<file path="src/rtl/lsu_ctrl.sv">
// Load/store unit controller: byte/half/word loads and stores over a single-ported word memory.
// Optional misalignment/reserved-size trapping is enabled by defining LSU_MISALIGN_CHECK_EN.
module lsu_ctrl #(
  parameter bit RESP_HOLD = 1'b1
) (
  input  logic        clk,
  input  logic        rst_n,
  input  logic        req_valid,
  output logic        req_ready,
  input  logic        req_we,
  input  logic [1:0]  req_size,
  input  logic        req_unsigned,
  input  logic [31:0] req_addr,
  input  logic [31:0] req_wdata,
  output logic        rsp_valid,
  input  logic        rsp_ready,
  output logic [31:0] rsp_rdata,
  output logic        rsp_err,
  output logic        mem_we,
  output logic [31:0] mem_addr,
  output logic [31:0] mem_wdata,
  input  logic [31:0] mem_rdata
);

  localparam int unsigned XLEN   = 32;
  localparam int unsigned HALF_W = 16;
  localparam logic [1:0]  SZ_BYTE = 2'b00;
  localparam logic [1:0]  SZ_HALF = 2'b01;

  typedef enum logic [1:0] {IDLE, RD, WR, RESP} state_t;

  state_t              state_q, state_d;
  logic                we_q, we_d;
  logic [1:0]          size_q, size_d;
  logic                unsigned_q, unsigned_d;
  logic [XLEN-1:0]     addr_q, addr_d;
  logic [HALF_W-1:0]   wdata_q, wdata_d;

  logic                req_ready_d, rsp_valid_d, rsp_err_d, mem_we_d;
  logic [XLEN-1:0]     rsp_rdata_d, mem_addr_d, mem_wdata_d;

  logic                bad_req;
  logic [7:0]          byte_sel;
  logic [HALF_W-1:0]   half_sel;
  logic [XLEN-1:0]     load_data;
  logic [XLEN-1:0]     merged;

  // Trap condition evaluated on the incoming request while in IDLE
  always_comb begin
`ifdef LSU_MISALIGN_CHECK_EN
    bad_req = (req_size == 2'b11) ||
              ((req_size == SZ_HALF) && req_addr[0]) ||
              ((req_size == 2'b10) && (req_addr[1:0] != 2'b00));
`else
    bad_req = 1'b0;
`endif
  end

  // Lane extraction for loads and read-modify-write merge for sub-word stores
  always_comb begin
    byte_sel = mem_rdata[{addr_q[1:0], 3'b000} +: 8];
    half_sel = mem_rdata[{addr_q[1], 4'b0000} +: HALF_W];
    case (size_q)
      SZ_BYTE: load_data = unsigned_q ? {24'b0, byte_sel} : {{24{byte_sel[7]}}, byte_sel};
      SZ_HALF: load_data = unsigned_q ? {16'b0, half_sel} : {{16{half_sel[15]}}, half_sel};
      default: load_data = mem_rdata;
    endcase
    merged = mem_rdata;
    if (size_q == SZ_BYTE) merged[{addr_q[1:0], 3'b000} +: 8] = wdata_q[7:0];
    else                   merged[{addr_q[1], 4'b0000} +: HALF_W] = wdata_q;
  end

  // Next-state and next-output logic
  always_comb begin
    state_d     = state_q;
    we_d        = we_q;
    size_d      = size_q;
    unsigned_d  = unsigned_q;
    addr_d      = addr_q;
    wdata_d     = wdata_q;
    rsp_rdata_d = rsp_rdata;
    rsp_err_d   = rsp_err;
    mem_wdata_d = '0;

    case (state_q)
      IDLE: begin
        if (req_valid) begin
          we_d       = req_we;
          size_d     = req_size;
          unsigned_d = req_unsigned;
          addr_d     = req_addr;
          wdata_d    = req_wdata[HALF_W-1:0];
          if (bad_req) begin
            state_d     = RESP;
            rsp_rdata_d = '0;
            rsp_err_d   = 1'b1;
          end else if (req_we && req_size[1]) begin
            state_d     = WR;
            mem_wdata_d = req_wdata;
          end else begin
            state_d = RD;
          end
        end
      end
      RD: begin
        if (we_q) begin
          state_d     = WR;
          mem_wdata_d = merged;
        end else begin
          state_d     = RESP;
          rsp_rdata_d = load_data;
          rsp_err_d   = 1'b0;
        end
      end
      WR: begin
        state_d     = RESP;
        rsp_rdata_d = '0;
        rsp_err_d   = 1'b0;
      end
      RESP: begin
        if (rsp_ready) begin
          state_d = IDLE;
          if (!RESP_HOLD) begin
            rsp_rdata_d = '0;
            rsp_err_d   = 1'b0;
          end
        end
      end
      default: state_d = IDLE;
    endcase

    req_ready_d = (state_d == IDLE);
    rsp_valid_d = (state_d == RESP);
    mem_we_d    = (state_d == WR);
    mem_addr_d  = ((state_d == RD) || (state_d == WR)) ? {addr_d[XLEN-1:2], 2'b00} : '0;
  end

  always_ff @(posedge clk or negedge rst_n) begin
    if (!rst_n) begin
      state_q    <= IDLE;
      we_q       <= 1'b0;
      size_q     <= '0;
      unsigned_q <= 1'b0;
      addr_q     <= '0;
      wdata_q    <= '0;
      req_ready  <= 1'b1;
      rsp_valid  <= 1'b0;
      rsp_rdata  <= '0;
      rsp_err    <= 1'b0;
      mem_we     <= 1'b0;
      mem_addr   <= '0;
      mem_wdata  <= '0;
    end else begin
      state_q    <= state_d;
      we_q       <= we_d;
      size_q     <= size_d;
      unsigned_q <= unsigned_d;
      addr_q     <= addr_d;
      wdata_q    <= wdata_d;
      req_ready  <= req_ready_d;
      rsp_valid  <= rsp_valid_d;
      rsp_rdata  <= rsp_rdata_d;
      rsp_err    <= rsp_err_d;
      mem_we     <= mem_we_d;
      mem_addr   <= mem_addr_d;
      mem_wdata  <= mem_wdata_d;
    end
  end

endmodule

</file>
<file path="config.mk">
export PLATFORM = sky130hd
export DESIGN_NAME = lsu_ctrl
export DESIGN_NICKNAME = d
export VERILOG_FILES = /design/src/rtl/lsu_ctrl.sv
export SDC_FILE = /design/constraint.sdc
export NUM_CORES = 1
export LEC_CHECK = 0
export CAP_MARGIN = 40
export CELL_PAD_IN_SITES_DETAIL_PLACEMENT = 1
export CELL_PAD_IN_SITES_GLOBAL_PLACEMENT = 2
export CORE_MARGIN = 10
export CORE_UTILIZATION = 27
export DETAILED_ROUTE_END_ITERATION = 10
export GPL_TIMING_DRIVEN = 0
export PLACE_DENSITY_LB_ADDON = 0.1
export SKIP_LAST_GASP = 1
export SYNTH_ARGS = -nofsm -noshare
export SYNTH_HDL_FRONTEND = slang
export SYNTH_SLANG_ARGS = --single-unit
</file>
<file path="constraint.sdc">
create_clock -name clk -period 2.2 [get_ports clk]
set_input_delay 0.33 -clock clk [delete_from_list [all_inputs] [get_ports clk]]
set_output_delay 0.33 -clock clk [all_outputs]
set_load 0.02 [all_outputs]
</file>
# [Yosys cells after proc, flatten, opt, wreduce, memory -nomap -nowiden]
# Cells that the tools add are included.
[op_classes] n_addsub=2 eq_ne=8 n_shift=6 mux=22 n_reduce_logical=8
[ops] op="32-bit 2-to-1 mux" n=10
[ops] op="32-bit one-hot mux with 2 select lines" n=3
[ops] op="32-bit bitwise mux" n=2
[ops] op="16-bit by 7-bit variable shift with 32-bit output (first input constant)" n=1
[ops] op="8-bit by 7-bit variable shift with 32-bit output (first input constant)" n=1
[ops] op="16-bit by 7-bit variable part select with 32-bit output" n=1
[ops] op="32-bit by 6-bit variable part select with 16-bit output" n=1
[ops] op="32-bit by 6-bit variable part select with 8-bit output" n=1
[ops] op="8-bit by 7-bit variable part select with 32-bit output" n=1
[ops] op="5-bit negation with 7-bit output" n=2
[ops] op="2-bit == test (second input constant)" n=4
[ops] op="2-bit one-hot mux with 4 select lines" n=1
[ops] op="2-bit by 1-bit == test with 1-bit output (second input constant)" n=3
[ops] op="2-bit zero test" n=3
[ops] op="2-bit 2-to-1 mux" n=3
[ops] op="2-bit AND reduction" n=2
[ops] op="1-bit 2-to-1 mux" n=2
[ops] op="2-bit inequality test (second input constant)" n=1
[ops] op="1-bit one-hot mux with 2 select lines" n=1
[ops] op="2-bit nonzero test" n=1
[ops] op="1-bit logical AND" n=1
[ops] op="1-bit logical OR" n=1
[word_totals] register_bits=154 in_bits=104 out_inout_bits=100 word_cells=60

# [Depth between registers and ports, before layout]
[depth] ltp_word=7 mapped_depth=9 ltp_nobuf=6

# [Worst setup path before layout]
# Ideal clock, no wire load.
[synth_timing] path_type="reg-to-reg" startpoint="reg addr_q[1]" endpoint="reg mem_wdata[9]" setup_ns=0.128 arrival_time_ns=2.036 required_time_ns=2.072 slack_ns=0.036 stages_incl_launch_ff=10 path_buffers=3 period_less_slack_ns=2.164 cell_sequence="dfrtp_1 buf_2 buf_2 inv_1 ha_1 nor2b_1 and3_1 clkbuf_1 a221oi_1 o21ai_1"
[synth_via] elab_chain_cells=6 elab_cells_between_ends=11
[synth_rtl] item="from (decl)" line_no="36" rtl="logic [XLEN-1:0] addr_q, addr_d;"
[synth_rtl] item="from (signal assigned)" line_no="158" rtl="addr_q <= addr_d;"
[synth_rtl] item="5-bit negation with 7-bit output (on tied branches)" line_no="70, 69"
[synth_rtl] item="16-bit by 7-bit variable part select with 32-bit output, or another cell as far along" line_no="70" rtl="else merged[{addr_q[1], 4'b0000} +: HALF_W] = wdata_q;"
[synth_rtl] item="32-bit bitwise mux (on tied branches)" line_no="70, 69"
[synth_rtl] item="32-bit 2-to-1 mux (*)" line_no="69" rtl="if (size_q == SZ_BYTE) merged[{addr_q[1:0], 3'b000} +: 8] = wdata_q[7:0];"
[synth_rtl] item="32-bit 2-to-1 mux (*)" line_no="106" rtl="if (we_q) begin"
[synth_rtl] item="32-bit one-hot mux with 2 select lines (*)" line_no="85" rtl="case (state_q)"
[synth_rtl] item="net mem_wdata_d[9]" line_no="40" rtl="logic [XLEN-1:0] rsp_rdata_d, mem_addr_d, mem_wdata_d;"
[synth_rtl] item="to (signal assigned)" line_no="166" rtl="mem_wdata <= mem_wdata_d;"
[synth_rtl] item="to (decl)" line_no="21" rtl="output logic [31:0] mem_wdata,"
# Mark *: on every way through the listed nets, which the timed path passes. The rest lies on a longest branch.
# A chain may end at the register's enable or synchronous reset.

# [Worst setup path in the final report]
[layout_timing] startpoint="reg addr_q[1]" endpoint="reg mem_wdata[23]"
# The elaborated chain is that of the path after synthesis.

==> reports/qor.csv <==
stage;metric;value;unit
status;status;finished clean;
detailed_routing;Vias/cell;4.908;
logic_synthesis;Seq/Total Area, Yosys;0.5639;
floorplan;Die Y;177.6;um
logic_synthesis;post-synth top area share;0.5600;
global_routing;grt peak-use layer;met2;
sta;clock skew after layout;0.009576;ns
setup_path;Worst setup EP type;flop;
place;port bufs;200;
logic_synthesis;Synth async-reset ratio;1.000;
setup_path;Worst EP arrival;2.43;ns
setup_path;Crit path max-delay family;buffers and inverters;
global_routing;antenna violations before repair;2;
clocking;Clock Latency Late Sink;0.42;ns
logic_synthesis;Syn Inst Count;544;
finish;most common cell after layout, fill and taps aside;clkdlybuf4s50_1;
finish;Finished Cell Area;0.009972;sq mm
detailed_routing;1st-pass router iterations;4;
sta;Tcrit/Tclk final;0.9667;
logic_synthesis;Syn. warnings;0;
setup_path;Crit path required time;2.50;ns
sta;Relative slew margins;0.5303;
place;Final GP Congestion;0.7963;
finish;FF/Latch Area;0.003780;sq mm
clocking;Clock H-tree levels;4;
sta;Slew @ Worst Pin;0.6948;ns
setup_path;most common cell type on the critical path;buf_6;
finish;final non-filler cell total;1114;
place;Post-Place Cells;1075;
floorplan;Rows;57;
setup_path;R2R Path Start;addr_q[1];
logic_synthesis;Yosys top cell by area;dfrtp_1;
floorplan;IO Pins;204;
global_routing;GRT overflow;0;
sta;Fmax;0.4702;GHz
detailed_routing;drt wl/cell;23.54;um
setup_path;crit-path max FO;10;
finish;multi-input logic area;0.002810;sq mm
logic_synthesis;Post-Syn Area per Cell;12.32;sq um
finish;Area Overhead vs Synth;48.78;%
place;dpl ws;-0.6671;ns
setup_path;critical path class;flop to flop;
floorplan;initial core utilization;0.2748;
detailed_routing;vias after detailed routing;5467;
pwr;VDD IR max;0.5301;mV
sta;fin crit period;2.127;ns
sta;Worst Hold Slack;0.3940;ns
floorplan;die width;177.6;um
global_routing;vias in the first global route;6151;
global_routing;global routing usage on met1;0.1922;
setup_path;CP peak stage delay;0.39;ns
logic_synthesis;Synth Cell Area;0.006703;sq mm
sta;Setup-failing EPs final;0;
global_routing;GRT Overall Usage;0.1652;
detailed_routing;Post-route DRC;0;
finish;ant diodes;0;
setup_path;CP bufs+invs;4;
detailed_routing;Iteration-0 DRC Markers;262;
clocking;CTS sink count;151;
pwr;Pwr Density;1376;mW/mm^2
clocking;TritonCTS clock tree;done;
global_routing;first-pass GRT wire length;39.18;mm
finish;most frequent cells in the layout;clkdlybuf4s50_1, dfrtp_1, mux2_2;
global_routing;met3 Resource Use GR;0.05461;
detailed_routing;routed wire length;26.22;mm
clocking;CTS clk-pin slew, worst paths;0.07;ns
global_routing;grt met2 use;0.2797;
logic_synthesis;Synth area leaders;dfrtp_1, mux2_2, o21ai_0, nor2b_1, a221o_2;
place;DP Area;0.009196;sq mm
setup_path;worst path cell trace;buf_6 > buf_6 > clkinvlp_4 > ha_4 > nor2b_2 > nand4_1 > a21boi_4 > buf_4 > a221o_1;
finish;Nets;889;
clocking;maximum clock insertion buffer count;2;
job;maxcap violations;0;
floorplan;core area;0.02439;sq mm
detailed_routing;post-route ant nets;0;
sta;PnR worst setup slack;0.07328;ns
logic_synthesis;Post-synth EDFFs;0;
floorplan;Die Area;0.03153;sq mm
pwr;Leak;4.164;nW
place;DP Wirelength;19.85;mm
sta;Slew Viols, Final;0;
finish;ratio of cells with drive above 1 in the final layout;0.2266;
sta;Fin. Hold Viols;0;
logic_synthesis;ys flop type;dfrtp_1;
setup_path;CP max-delay cell;dfrtp_1;
setup_path;critical path startpoint;addr_q[1];
logic_synthesis;Distinct cells, synth;50;
worst_hold_path;Worst Hold Class;input port to async pin;
clocking;TritonCTS buffer count;17;
clocking;Root Driver;clkbuf_16;
global_routing;largest net degree at the start of global routing;57;
logic_synthesis;synthesized flop and latch total;151;
finish;# fillers;2658;
setup_path;startpoint types;flop;
-- area by class of cell --
cell class                 instances  share of cell area
buffer                            37             0.02208
clock buffer                      19             0.04442
clock inverter                    13             0.01368
inverter                           8            0.003388
multi-input combinational        349              0.2818
sequential                       151              0.3790
tap                              324             0.04065
timing repair buffer             213              0.2149
-- layer usage --
metal	routed length, um	vias to the layer above
met3	2001	26
li1	-	2458
met4	525	0
met1	10750	2802
met5	0	-
met2	12940	181
-- synth_stat cells, types with 7 or more instances --
| master | number |
|---|---|
| nor2_1 | 7 |
| nor2b_1 | 38 |
| buf_2 | 16 |
| mux2i_1 | 7 |
| mux2_2 | 67 |
| a21oi_1 | 7 |
| a221oi_1 | 18 |
| a221o_1 | 17 |
| nand2_1 | 38 |
| a221o_2 | 16 |
| dfrtp_1 | 150 |
| clkbuf_1 | 13 |
| o21ai_0 | 56 |
| ha_1 | 8 |
| and2_1 | 15 |
-- flip-flops by register name, indices dropped and copies added, names as in the netlist --
register    flops
size_q          2
req_ready       1
state_q         2
wdata_q        16
unsigned_q      1
mem_wdata      32
we_q            1
mem_we          1
rsp_valid       1
addr_q         32
rsp_rdata      32
mem_addr       30
-- kinds of logic after synthesis --
logic type                 share of synthesized area
AOI/OAI and AO/OA                             0.1484
buffers and inverters                        0.03379
adders and majority gates                    0.01493
muxes                                         0.1365
DFF                                           0.5639
and+or+nand+nor                               0.1019
other                                      0.0005595
-- stage by stage --
stage / TNS (ns) / util / power (mW)
3_5_place_dp: -41.34 / 0.3770 / 10.59
3_3_place_gp: -855.18 / 0.3738 / 10.41
5_1_grt: -0.01951 / 0.4088 / 14.60
6_report: 0 / 0.4088 / 13.72
4_1_cts: 0 / 0.4063 / 13.82
2_1_floorplan: 0 / - / 7.837
-- worst paths after layout --
kind                            slack, ns  cells past startpoint       endpoint
worst max-delay path                 0.07                      9  mem_wdata[23]
worst min-delay path                 0.39                      2  rsp_rdata[19]
worst max register to register       0.07                      9  mem_wdata[23]
worst min register to register       0.49                      1     addr_q[26]
max in group asynchronous            0.84                      4   mem_addr[23]
min in group clk                     0.48                      3      addr_q[1]
-- power by group --
part	switching (mW)	leakage, nW	total (mW)	internal, mW
combinational	3.37	1.94	6.27	2.90
sequential	0.677	1.95	4.52	3.84
clock	1.31	0.275	2.93	1.63
-- what timing repair did --
| action | 4_1_cts | 5_1_grt |
|---|---|---|
| buffers inserted | 5 | 2 |
| endpoints found under the setup margin | 78 | 71 |
| hold buffers | 1 | 0 |
| endpoints found under the hold margin | 40 | 0 |
| pin swaps | 2 | 2 |
| gates resized for setup | 24 | 13 |
No activity file was read; power rests on OpenSTA's default activity.
